$ cat src/rtl/Global.sv
// Shared widths and FSM state encoding for the division sequencer slice.
package Global;

  localparam int unsigned DW   = 4;
  localparam int unsigned DW_2 = 2 * DW;

  typedef enum logic [2:0] {
    IDLE,
    LOAD,
    ITER,
    DONE,
    ZERO
  } div_seq_state_e;

endpackage

$ cat src/rtl/div_iter_counter.sv
// Iteration counter for the shift-subtract sequence; flags the final step.
module div_iter_counter
  import Global::*;
#(
  parameter int unsigned N = DW,
  parameter int unsigned W = (N > 1) ? $clog2(N) : 1
) (
  input  logic clk,
  input  logic reset,
  input  logic clr,
  input  logic en,
  output logic last
);

  logic [W-1:0] count_q;
  logic [W-1:0] count_d;

  // Clear has priority over increment.
  always_comb begin
    count_d = count_q;
    if (clr) begin
      count_d = '0;
    end else if (en) begin
      count_d = count_q + 1'b1;
    end
  end

  // Counter register, asynchronously cleared.
  always_ff @(posedge clk or negedge reset) begin
    if (!reset) begin
      count_q <= '0;
    end else begin
      count_q <= count_d;
    end
  end

  assign last = (count_q == W'(N - 1));

endmodule

$ cat src/rtl/division_sequencer.sv
// Control FSM for the shift-subtract divider: operand capture, load/iterate
// strobes, result capture and completion reporting.
module division_sequencer
  import Global::*;
(
  input  logic          clk,
  input  logic          reset,
  input  logic          start,
  input  logic          abort,
  input  logic [DW-1:0] dividend,
  input  logic [DW-1:0] divisor,
  output logic          busy,
  output logic          done,
  output logic [DW-1:0] quotient,
  output logic [DW-1:0] remainder,
  output logic          div_by_zero,
  output logic          dp_load_n,
  output logic          dp_ready,
  output logic [DW-1:0] dp_dividend,
  output logic [DW-1:0] dp_divisor,
  input  logic [DW-1:0] dp_quotient,
  input  logic [DW-1:0] dp_remainder
);

  div_seq_state_e state_q, state_d;
  logic           busy_q, busy_d;
  logic           done_q, done_d;
  logic [DW-1:0]  quot_q, quot_d;
  logic [DW-1:0]  rem_q, rem_d;
  logic           dbz_q, dbz_d;
  logic           load_n_q, load_n_d;
  logic           ready_q, ready_d;
  logic [DW-1:0]  dvd_q, dvd_d;
  logic [DW-1:0]  dvs_q, dvs_d;
  logic           cnt_last;

  div_iter_counter #(.N(DW)) u_iter_cnt (
    .clk   (clk),
    .reset (reset),
    .clr   (state_q == LOAD),
    .en    (state_q == ITER),
    .last  (cnt_last)
  );

  // Next state and next registered outputs; outputs are set on entry to the
  // state they belong to, so they are valid throughout that state's cycle.
  always_comb begin
    state_d  = state_q;
    busy_d   = busy_q;
    done_d   = 1'b0;
    quot_d   = quot_q;
    rem_d    = rem_q;
    dbz_d    = dbz_q;
    load_n_d = 1'b1;
    ready_d  = 1'b1;
    dvd_d    = dvd_q;
    dvs_d    = dvs_q;
    case (state_q)
      IDLE: begin
        if (start) begin
          dvd_d  = dividend;
          dvs_d  = divisor;
          busy_d = 1'b1;
          if (divisor == '0) begin
            state_d = ZERO;
          end else begin
            state_d  = LOAD;
            load_n_d = 1'b0;
          end
        end
      end
      LOAD: begin
        state_d = ITER;
        ready_d = 1'b0;
      end
      ITER: begin
        if (cnt_last) begin
          quot_d  = dp_quotient;
          rem_d   = dp_remainder;
          dbz_d   = 1'b0;
          done_d  = 1'b1;
          state_d = DONE;
        end else begin
          ready_d = 1'b0;
        end
      end
      ZERO: begin
        quot_d  = '1;
        rem_d   = dvd_q;
        dbz_d   = 1'b1;
        done_d  = 1'b1;
        state_d = DONE;
      end
      DONE: begin
        busy_d  = 1'b0;
        state_d = IDLE;
      end
      default: begin
        busy_d  = 1'b0;
        state_d = IDLE;
      end
    endcase
    // Abort overrides every decision above, including result capture.
    if (abort) begin
      state_d  = IDLE;
      busy_d   = 1'b0;
      done_d   = 1'b0;
      quot_d   = quot_q;
      rem_d    = rem_q;
      dbz_d    = dbz_q;
      load_n_d = 1'b1;
      ready_d  = 1'b1;
      dvd_d    = dvd_q;
      dvs_d    = dvs_q;
    end
  end

  // State, operand and result registers with asynchronous active-low reset.
  always_ff @(posedge clk or negedge reset) begin
    if (!reset) begin
      state_q  <= IDLE;
      busy_q   <= 1'b0;
      done_q   <= 1'b0;
      quot_q   <= '0;
      rem_q    <= '0;
      dbz_q    <= 1'b0;
      load_n_q <= 1'b1;
      ready_q  <= 1'b1;
      dvd_q    <= '0;
      dvs_q    <= '0;
    end else begin
      state_q  <= state_d;
      busy_q   <= busy_d;
      done_q   <= done_d;
      quot_q   <= quot_d;
      rem_q    <= rem_d;
      dbz_q    <= dbz_d;
      load_n_q <= load_n_d;
      ready_q  <= ready_d;
      dvd_q    <= dvd_d;
      dvs_q    <= dvs_d;
    end
  end

  assign busy        = busy_q;
  assign done        = done_q;
  assign quotient    = quot_q;
  assign remainder   = rem_q;
  assign div_by_zero = dbz_q;
  assign dp_load_n   = load_n_q;
  assign dp_ready    = ready_q;
  assign dp_dividend = dvd_q;
  assign dp_divisor  = dvs_q;

endmodule
$ cat config.mk
export PLATFORM = sky130hd
export DESIGN_NAME = division_sequencer
export DESIGN_NICKNAME = d
export VERILOG_FILES = /design/src/rtl/Global.sv /design/src/rtl/div_iter_counter.sv /design/src/rtl/division_sequencer.sv
export SDC_FILE = /design/constraint.sdc
export NUM_CORES = 1
export LEC_CHECK = 0
export CORE_ASPECT_RATIO = 0.7
export CORE_MARGIN = 2
export CORE_UTILIZATION = 47
export DETAILED_ROUTE_END_ITERATION = 7
export GPL_ROUTABILITY_DRIVEN = 0
export PLACE_DENSITY = 0.83
export SYNTH_ARGS = -nofsm -noshare
export SYNTH_HDL_FRONTEND = slang
export SYNTH_HIERARCHICAL = 1
export SYNTH_SLANG_ARGS = --single-unit
$ cat constraint.sdc
create_clock -name clk -period 4.1 [get_ports clk]
set_clock_uncertainty 0.05 [all_clocks]
set_input_delay 1.23 -clock clk [delete_from_list [all_inputs] [get_ports clk]]
set_output_delay 1.23 -clock clk [all_outputs]
set_load 0.02 [all_outputs]
After elaboration in Yosys (flattened, before gate mapping)
Index checks and enable logic that the tools add are counted.
W data, S select, Z words.
- word-level logic and storage cells: 55
- output and inout port bits: 21
- register bits: 26
- memory bits (read-only): 0
- memories: 0
- bits of input ports: 20
- latch bits: 0
- bits in writable memories: 0
- shift-type cells: 0
- $add $sub $neg: 1
- div/mod/pow operators: 0
- reduce and logical (&&, ||, !) cells: 9
- bitwise logic cells: 1
- eq/ne operators: 8
- mux-type cells: 25
- $mul: 0
- $lt $le $gt $ge: 0
- operators by type and width (cell ; number):
    $pmux W4 S2 ; 2
    $mux W3 ; 4
    $pmux W3 S4 ; 1
    $mux W1 ; 10
    $mux W4 ; 2
    $pmux W1 S2 ; 4
    $ne A3 B3 Y1 const B ; 2
    $reduce_and A3 Y1 ; 2
    $logic_not A4 Y1 ; 1
    $mux W2 ; 2
    $reduce_and A2 Y1 ; 2
    $reduce_bool A2 Y1 ; 2
    $eq A3 B1 Y1 const B ; 1
    $eq A3 B2 Y1 const B ; 1
    $eq A3 B3 Y1 const B ; 1
    $logic_not A3 Y1 ; 1
    $reduce_or A3 Y1 ; 1
    $add A2 B1 Y2 const B ; 1
    $eq A2 B2 Y1 const B ; 1
    $ne A2 B1 Y1 const B ; 1
    $ne A2 B2 Y1 const B ; 1
    $not A1 Y1 ; 1

Logic depth before layout (Yosys ltp)
Gate-level depths: netlist of the first run.
- depth in word-level cells: 5
- gate-level depth with buffers: 5
- mapped depth without buffers: 4

By module
Netlist of the first run, hierarchy kept.
- modules (own cells, without submodules) (module ; sequential area each (um2) ; cells each ; area each (um2) ; instances):
    division_sequencer ; 603.1 ; 84 ; 1071.0 ; 1
    div_iter_counter ; 50.0 ; 7 ; 88.8 ; 1

Worst setup path after synthesis of the first run
OpenSTA, ideal clock, no wires.
- path kind: in2reg
- start point: input abort
- end point: register rem_q[0], in the netlist remainder[0]
- library setup time: 0.128 ns
- stages: 4
- data required time: 3.922 ns
- data arrival time: 2.082 ns
- slack: 1.841 ns
- buffers on the path: 1
- cell sequence: nor2_1 a21boi_1 buf_4 mux2_1
- longest elaborated chain between the ends: 2
- RTL lines (item ; RTL line ; RTL):
    start, declared ; division_sequencer.sv:9 ; input logic abort,
    $not A1 Y1 (no source line) ; - ;
    $reduce_and A3 Y1 (no source line) ; - ;
    end signal, assigned ; division_sequencer.sv:136 ; rem_q <= rem_d;
    end, declared ; division_sequencer.sv:29 ; logic [DW-1:0] rem_q, rem_d;
No other way between the ends.
A chain may end at the register's enable or synchronous reset.

Worst setup path after layout of the first run
- start point: register load_n_q, in the netlist dp_load_n
- end point: output dp_load_n
- RTL lines (item ; RTL line ; RTL):
    start, declared ; division_sequencer.sv:31 ; logic load_n_q, load_n_d;
    start signal, assigned ; division_sequencer.sv:138 ; load_n_q <= load_n_d;
    end, declared ; division_sequencer.sv:17 ; output logic dp_load_n,
No word-level cell between the ends.

==> qor.yml, run 1 <==
outcome:
  outcome: "finished, final reports clean"
clock_tree:
  cts_root_buffer: "clkbuf_4"
  cts_setup_buffers: 0
  clk_latency_ns: 0.32
  clock_sinks: 26
  cts_resized: 0
  cts_buffers: 3
  clk_path_buf_depth: 2
  clk_pin_slew_ns: 0.13
  h-tree-depth: 1
  hold_buffers: 0
  cts_tree: "done"
critical_path:
  required_ns: 2.82
  endpoint_kind: "primary output"
  crit_slowest_cell: "clkdlybuf4s50_1"
  reg2reg_slack_ns: 2.29
  reg2reg_from: "state_q[1]$_DFFE_PN0P_"
  arrival_ns: 1.46
  critical_path.max_stage_delay_ns: 0.60
  cp_top_family: "buffers and inverters"
  crit_path_start_kind: "flip-flop"
  cp_max_fo: 1
  reg2reg_to: "remainder[3]$_DFFE_PN0P_"
  cp_num_buf_inv: 1
  crit_chain: "clkdlybuf4s50_1"
  crit_type: "flip-flop to primary output"
  ff2ff_path_depth: 3
pwr:
  leakage_uw: 0.000705
  powerDensity_nw_per_um2: 474
  ir_worst_vdd_mv: 0.320
yosys:
  synthDistinctLibCells: 31
  synth_common_cells: "dfrtp_1 (24), mux2_2 (12), nor2_1 (10)"
  yosys.cell_count.top_type: "dfrtp_1"
  synthMuxAreaShare_pct: 19.8
  yosysTopAreaCellShare_pct: 51.8
  yosys_most_used_dff: "dfrtp_1"
  synth_nets: 112
  async_flop_share_pct: 100
  yosys_warnings: 6
  synth_top_family_by_area: "multiplexers"
  synthCells: 91
  synth-xor-area-share_pct: 1.51
  yosysTopAreaCell: "dfrtp_1"
  synth_compound_area_share_pct: 5.39
  synth_adder_area_share_pct: 1.08
  synthTopCellsByArea: "dfrtp_1 (52%), mux2_2 (12%), dfstp_2 (4.5%)"
  synth-edff-count: 0
  ys_ff_latch: 26
  yosys.area_share.simple_pct: 11.5
  netlist_area_um2: 1160
  ys_seq_area_share_pct: 56.3
  syn_avg_cell_area_um2: 12.7
route:
  postRouteWirelength_mm: 2.34
  dr.first_iter.drc_count: 10
  via_count: 828
  wl_per_cell_um: 13.9
  detail-route-antenna-nets: 0
  dr.pass1.iters: 4
  viasPerCell: 4.93
  drc: 0
hold_path:
  min_from: "remainder[0]$_DFFE_PN0P_"
  hold_end: "remainder[0]$_DFFE_PN0P_"
  holdPathStages: 1
  worstHoldPathType: "flip-flop to flip-flop"
timing:
  fin_ws_ns: 1.36
  min_period_ns: 2.74
  hold_viol: 0
  finalSetupViolCount: 0
  slew_headroom_pct: 57.8
  fmaxAchievable_mhz: 365
  drv_slew: 0
  tns_ns: 0
  worstMarginPinSlew_ns: 0.631
  post-route-period-util_pct: 66.8
  rsz0062_at_grt: "false"
layout:
  layout-drive-gt1-share_pct: 16.4
  area_growth_pct: 40.6
  multiInputGateArea_um2: 457
  regArea_um2: 653
  fill_cells: 213
  nets: 156
  diodes: 0
  final_cells: 168
  final_util_pct: 67.9
global_route:
  grt_pass1_wl_mm: 3.77
  grt_start_max_net_pins: 15
  grt-ovfl-total: 0
  antenna_found_initial: 0
  grtUsageTotal_pct: 17.5
  first_global_vias: 825
floorplanning:
  start_util_pct: 48.3
  ios: 41
  die_w_um: 63.4
  die_h_um: 45.6
  die-area_um2: 2890
  design.core.area_um2: 2400
  num_rows: 15
placement:
  dp_cells: 164
  dp_slack_ns: 1.17
  port_buffers: 40
  hpwl_mm: 1.83
flow_run:
  maxCapViolCount: 0
[layout by cell type, fill, tap and decap left out, types with 2 or more instances in the layout]
master	count
nor2b_1	2
dfstp_2	2
a21oi_1	2
nand3b_1	2
clkdlybuf4s50_1	40
clkbuf_4	3
inv_1	7
dfrtp_1	24
nor2_1	10
mux2i_1	5
mux2_2	12
buf_4	2
mux2_1	4
[through the flow]
stage,area [um2],total power (uW),hold slack (ns)
5_1_grt,1630,813,0.491
3_5_place_dp,1590,649,0.436
6_report,1630,772,0.463
2_1_floorplan,1160,500,0.440
3_3_place_gp,1590,641,0.433
4_1_cts,1630,780,0.466
[cells by family after synthesis]
family / after synthesis
xor+xnor: 2
flops: 26
compound gates: 9
mux: 21
fa+ha+maj: 1
buf+inv: 10
simple gates: 22
[cell type report]
type | count | share of cell area, %
inverters | 7 | 1.61
well taps | 34 | 2.61
repair buffers | 42 | 25.5
multi-input cells | 55 | 28.0
flip-flops and latches | 26 | 40.1
clock buffers | 4 | 2.23
[metal layers]
metal / up-vias / track usage [%] / part of all wire (%)
met3: 8 / 5.69 / 6.0
met1: 399 / 21.5 / 44
met2: 24 / 28.8 / 47
met5: - / 0 / 0
met4: 0 / 8.70 / 2.3
li1: 397 / - / -
[worst max-delay path by stage]
stage                   startpoint                       end  cells past startpoint
3_5_place_dp                 abort  remainder[1]$_DFFE_PN0P_                      5
2_1_floorplan                abort  remainder[0]$_DFFE_PN0P_                      4
4_1_cts         dp_ready$_DFF_PN1_                  dp_ready                      1
5_1_grt         dp_ready$_DFF_PN1_                  dp_ready                      1
6_report       dp_load_n$_DFF_PN1_                 dp_load_n                      1
3_3_place_gp                 abort  remainder[0]$_DFFE_PN0P_                      5
[where the power goes]
group	internal [uW]	switching (uW)	leakage, uW
Clock	54.4	75.2	0.0000210
Sequential	318	41.8	0.000315
Combinational	152	131	0.000368
Total	524	248	0.000705
[registers in the layout, summed over array words and instances, names as in the netlist]
register	count
dp_dividend	4
dp_divisor	4
quotient	4
remainder	4
state_q	3
u_iter_cnt/count_q	2
busy	1
div_by_zero	1
done	1
dp_load_n	1
dp_ready	1
[worst reg2reg max path, delay by kind of cell (launching register included)]
| family | cells | cell delay [ns] |
|---|---|---|
| mux | 2 | 0.68 |
| flops | 1 | 0.52 |
| simple gates | 1 | 0.46 |
Note: power is estimated with default switching activity, not from simulation.
==> run 2: changes to the inputs <==
--- a/config.mk
+++ b/config.mk
@@ -7,10 +7,10 @@
 export LEC_CHECK = 0
 export CORE_ASPECT_RATIO = 0.7
 export CORE_MARGIN = 2
-export CORE_UTILIZATION = 47
+export CORE_UTILIZATION = 44
 export DETAILED_ROUTE_END_ITERATION = 7
 export GPL_ROUTABILITY_DRIVEN = 0
-export PLACE_DENSITY = 0.83
+export PLACE_DENSITY = 0.79
 export SYNTH_ARGS = -nofsm -noshare
 export SYNTH_HDL_FRONTEND = slang
 export SYNTH_HIERARCHICAL = 1
==> constraint.sdc (replaced) <==
create_clock -name clk -period 2.8 [get_ports clk]
set_clock_uncertainty 0.05 [all_clocks]
set_input_delay 0.84 -clock clk [delete_from_list [all_inputs] [get_ports clk]]
set_output_delay 0.84 -clock clk [all_outputs]
set_load 0.02 [all_outputs]
==> run 2 against run 1 <==
- die area increased by 6.3%
- worst hold slack got worse by 0.022 ns
- routed wire length decreased by 1.8%
- via count increased by 0.97%
- highest routed layer unchanged
- final cell count increased by 0.60%
- register-to-register slack got worse by 1.3 ns
- total power increased by 61%
- sequential share of layout area decreased by 1.0 points
- first-iteration DRC count increased by 30%
- worst setup slack got worse by 0.84 ns
- count of clock-buffer cells in the layout decreased by 1
==> qor.yml, run 2 (synthesis results as in run 1) <==
critical_path:
  required_ns: 1.91
  crit_path_start_kind: "flip-flop"
  cp_top_family: "buffers and inverters"
  arrival_ns: 1.38
  critical_path.max_stage_delay_ns: 0.59
  crit_chain: "clkdlybuf4s50_1"
  crit_slowest_cell: "clkdlybuf4s50_1"
  cp_max_fo: 1
  endpoint_kind: "primary output"
  cp_num_buf_inv: 1
  crit_type: "flip-flop to primary output"
clock_tree:
  h-tree-depth: 1
  cts_tree: "done"
  clock_sinks: 26
  cts_root_buffer: "clkbuf_8"
  clk_pin_slew_ns: 0.09
  clk_latency_ns: 0.27
  cts_buffers: 3
  clk_path_buf_depth: 2
  cts_setup_buffers: 0
  hold_buffers: 0
  cts_resized: 0
global_route:
  grt_pass1_wl_mm: 3.69
  grt_start_max_net_pins: 27
  antenna_found_initial: 0
  grt-ovfl-total: 0
  grtUsageTotal_pct: 16.7
  first_global_vias: 799
floorplanning:
  start_util_pct: 46.8
  die-area_um2: 3070
  design.core.area_um2: 2480
  num_rows: 15
  die_w_um: 65.4
  die_h_um: 47.0
  ios: 41
timing:
  slew_headroom_pct: 66.4
  rsz0062_at_grt: "false"
  fmaxAchievable_mhz: 440
  post-route-period-util_pct: 81.1
  min_period_ns: 2.27
  finalSetupViolCount: 0
  hold_viol: 0
  worstMarginPinSlew_ns: 0.503
  tns_ns: 0
  drv_slew: 0
route:
  postRouteWirelength_mm: 2.30
  detail-route-antenna-nets: 0
  drc: 0
  dr.first_iter.drc_count: 13
  wl_per_cell_um: 13.6
  dr.pass1.iters: 4
  via_count: 836
  viasPerCell: 4.95
pwr:
  leakage_uw: 0.000724
  powerDensity_nw_per_um2: 745
  switching_share_pct: 29.3
  clock_power_share_pct: 24.6
  switching_power_uw: 365
  pwr-share-seq_pct: 42.2
  p_int_uw: 881
  ir_worst_vdd_mv: 0.460
  combPwrFrac_pct: 33.2
layout:
  nets: 157
  final_area_um2: 1670
  final_cell_mix: "clkdlybuf4s50_1 (40), dfrtp_1 (24), mux2_2 (12)"
  diodes: 0
  layout-drive-gt1-share_pct: 17.0
  area_growth_pct: 44.2
  final_common_cell: "clkdlybuf4s50_1"
  fill_cells: 204
placement:
  port_buffers: 40
  hpwl_mm: 1.73
  placed_area_um2: 1600
outcome:
  outcome: "finished, final reports clean"
hold_path:
  worstHoldPathType: "flip-flop to flip-flop"
flow_run:
  maxCapViolCount: 0
## run 2: metrics by stage
step | hold slack [ns] | setup slack, ns | power, uW | utilization (%) | std cells
floorplan | 0.440 | 0.931 | 732 | - | 91
global placement | 0.421 | 0.369 | 939 | 64.6 | 165
detailed placement | 0.428 | 0.265 | 952 | 64.6 | 165
CTS | 0.448 | 0.515 | 1260 | 67.5 | 169
global route | 0.476 | 0.362 | 1310 | 67.5 | 169
finish | 0.441 | 0.528 | 1250 | 67.5 | 169
## run 2: final timing paths
| kind | from | endpoint | slack (ns) | cells after the start |
|---|---|---|---|---|
| max | dp_ready$_DFF_PN1_ | dp_ready | 0.53 | 1 |
| max reg2reg | state_q[1]$_DFFE_PN0P_ | remainder[3]$_DFFE_PN0P_ | 0.95 | 3 |
| max in group asynchronous | reset | dp_load_n$_DFF_PN1_ | 1.52 | 2 |
| min reg2reg | remainder[2]$_DFFE_PN0P_ | remainder[2]$_DFFE_PN0P_ | 0.44 | 1 |
| min in group asynchronous | reset | quotient[3]$_DFFE_PN0P_ | 0.88 | 2 |
| min | remainder[2]$_DFFE_PN0P_ | remainder[2]$_DFFE_PN0P_ | 0.44 | 1 |
## run 2: layout make-up
class | count | area, um2 | area share, %
Sequential cell | 26 | 653 | 39.0
Clock inverter | 1 | 30.0 | 1.80
Tap cell | 34 | 42.5 | 2.54
Multi-Input combinational cell | 55 | 457 | 27.3
Clock buffer | 3 | 41.3 | 2.47
Timing Repair Buffer | 43 | 423 | 25.3
Inverter | 7 | 26.3 | 1.57
## run 2: power by group through the flow
stage	Clock [uW]	Combinational, uW	Sequential (uW)
2_1_floorplan	0	120	612
3_3_place_gp	0	413	526
3_5_place_dp	0	419	533
4_1_cts	312	421	528
5_1_grt	330	446	538
6_report	306	414	526
## run 2: routing by layer
layer	part of all wire, %	global-route usage, %	vias to the layer above
li1	-	-	400
met1	47	22.5	411
met2	47	26.5	23
met3	5.6	5.52	2
met4	0.44	4.58	0
met5	0	0	-
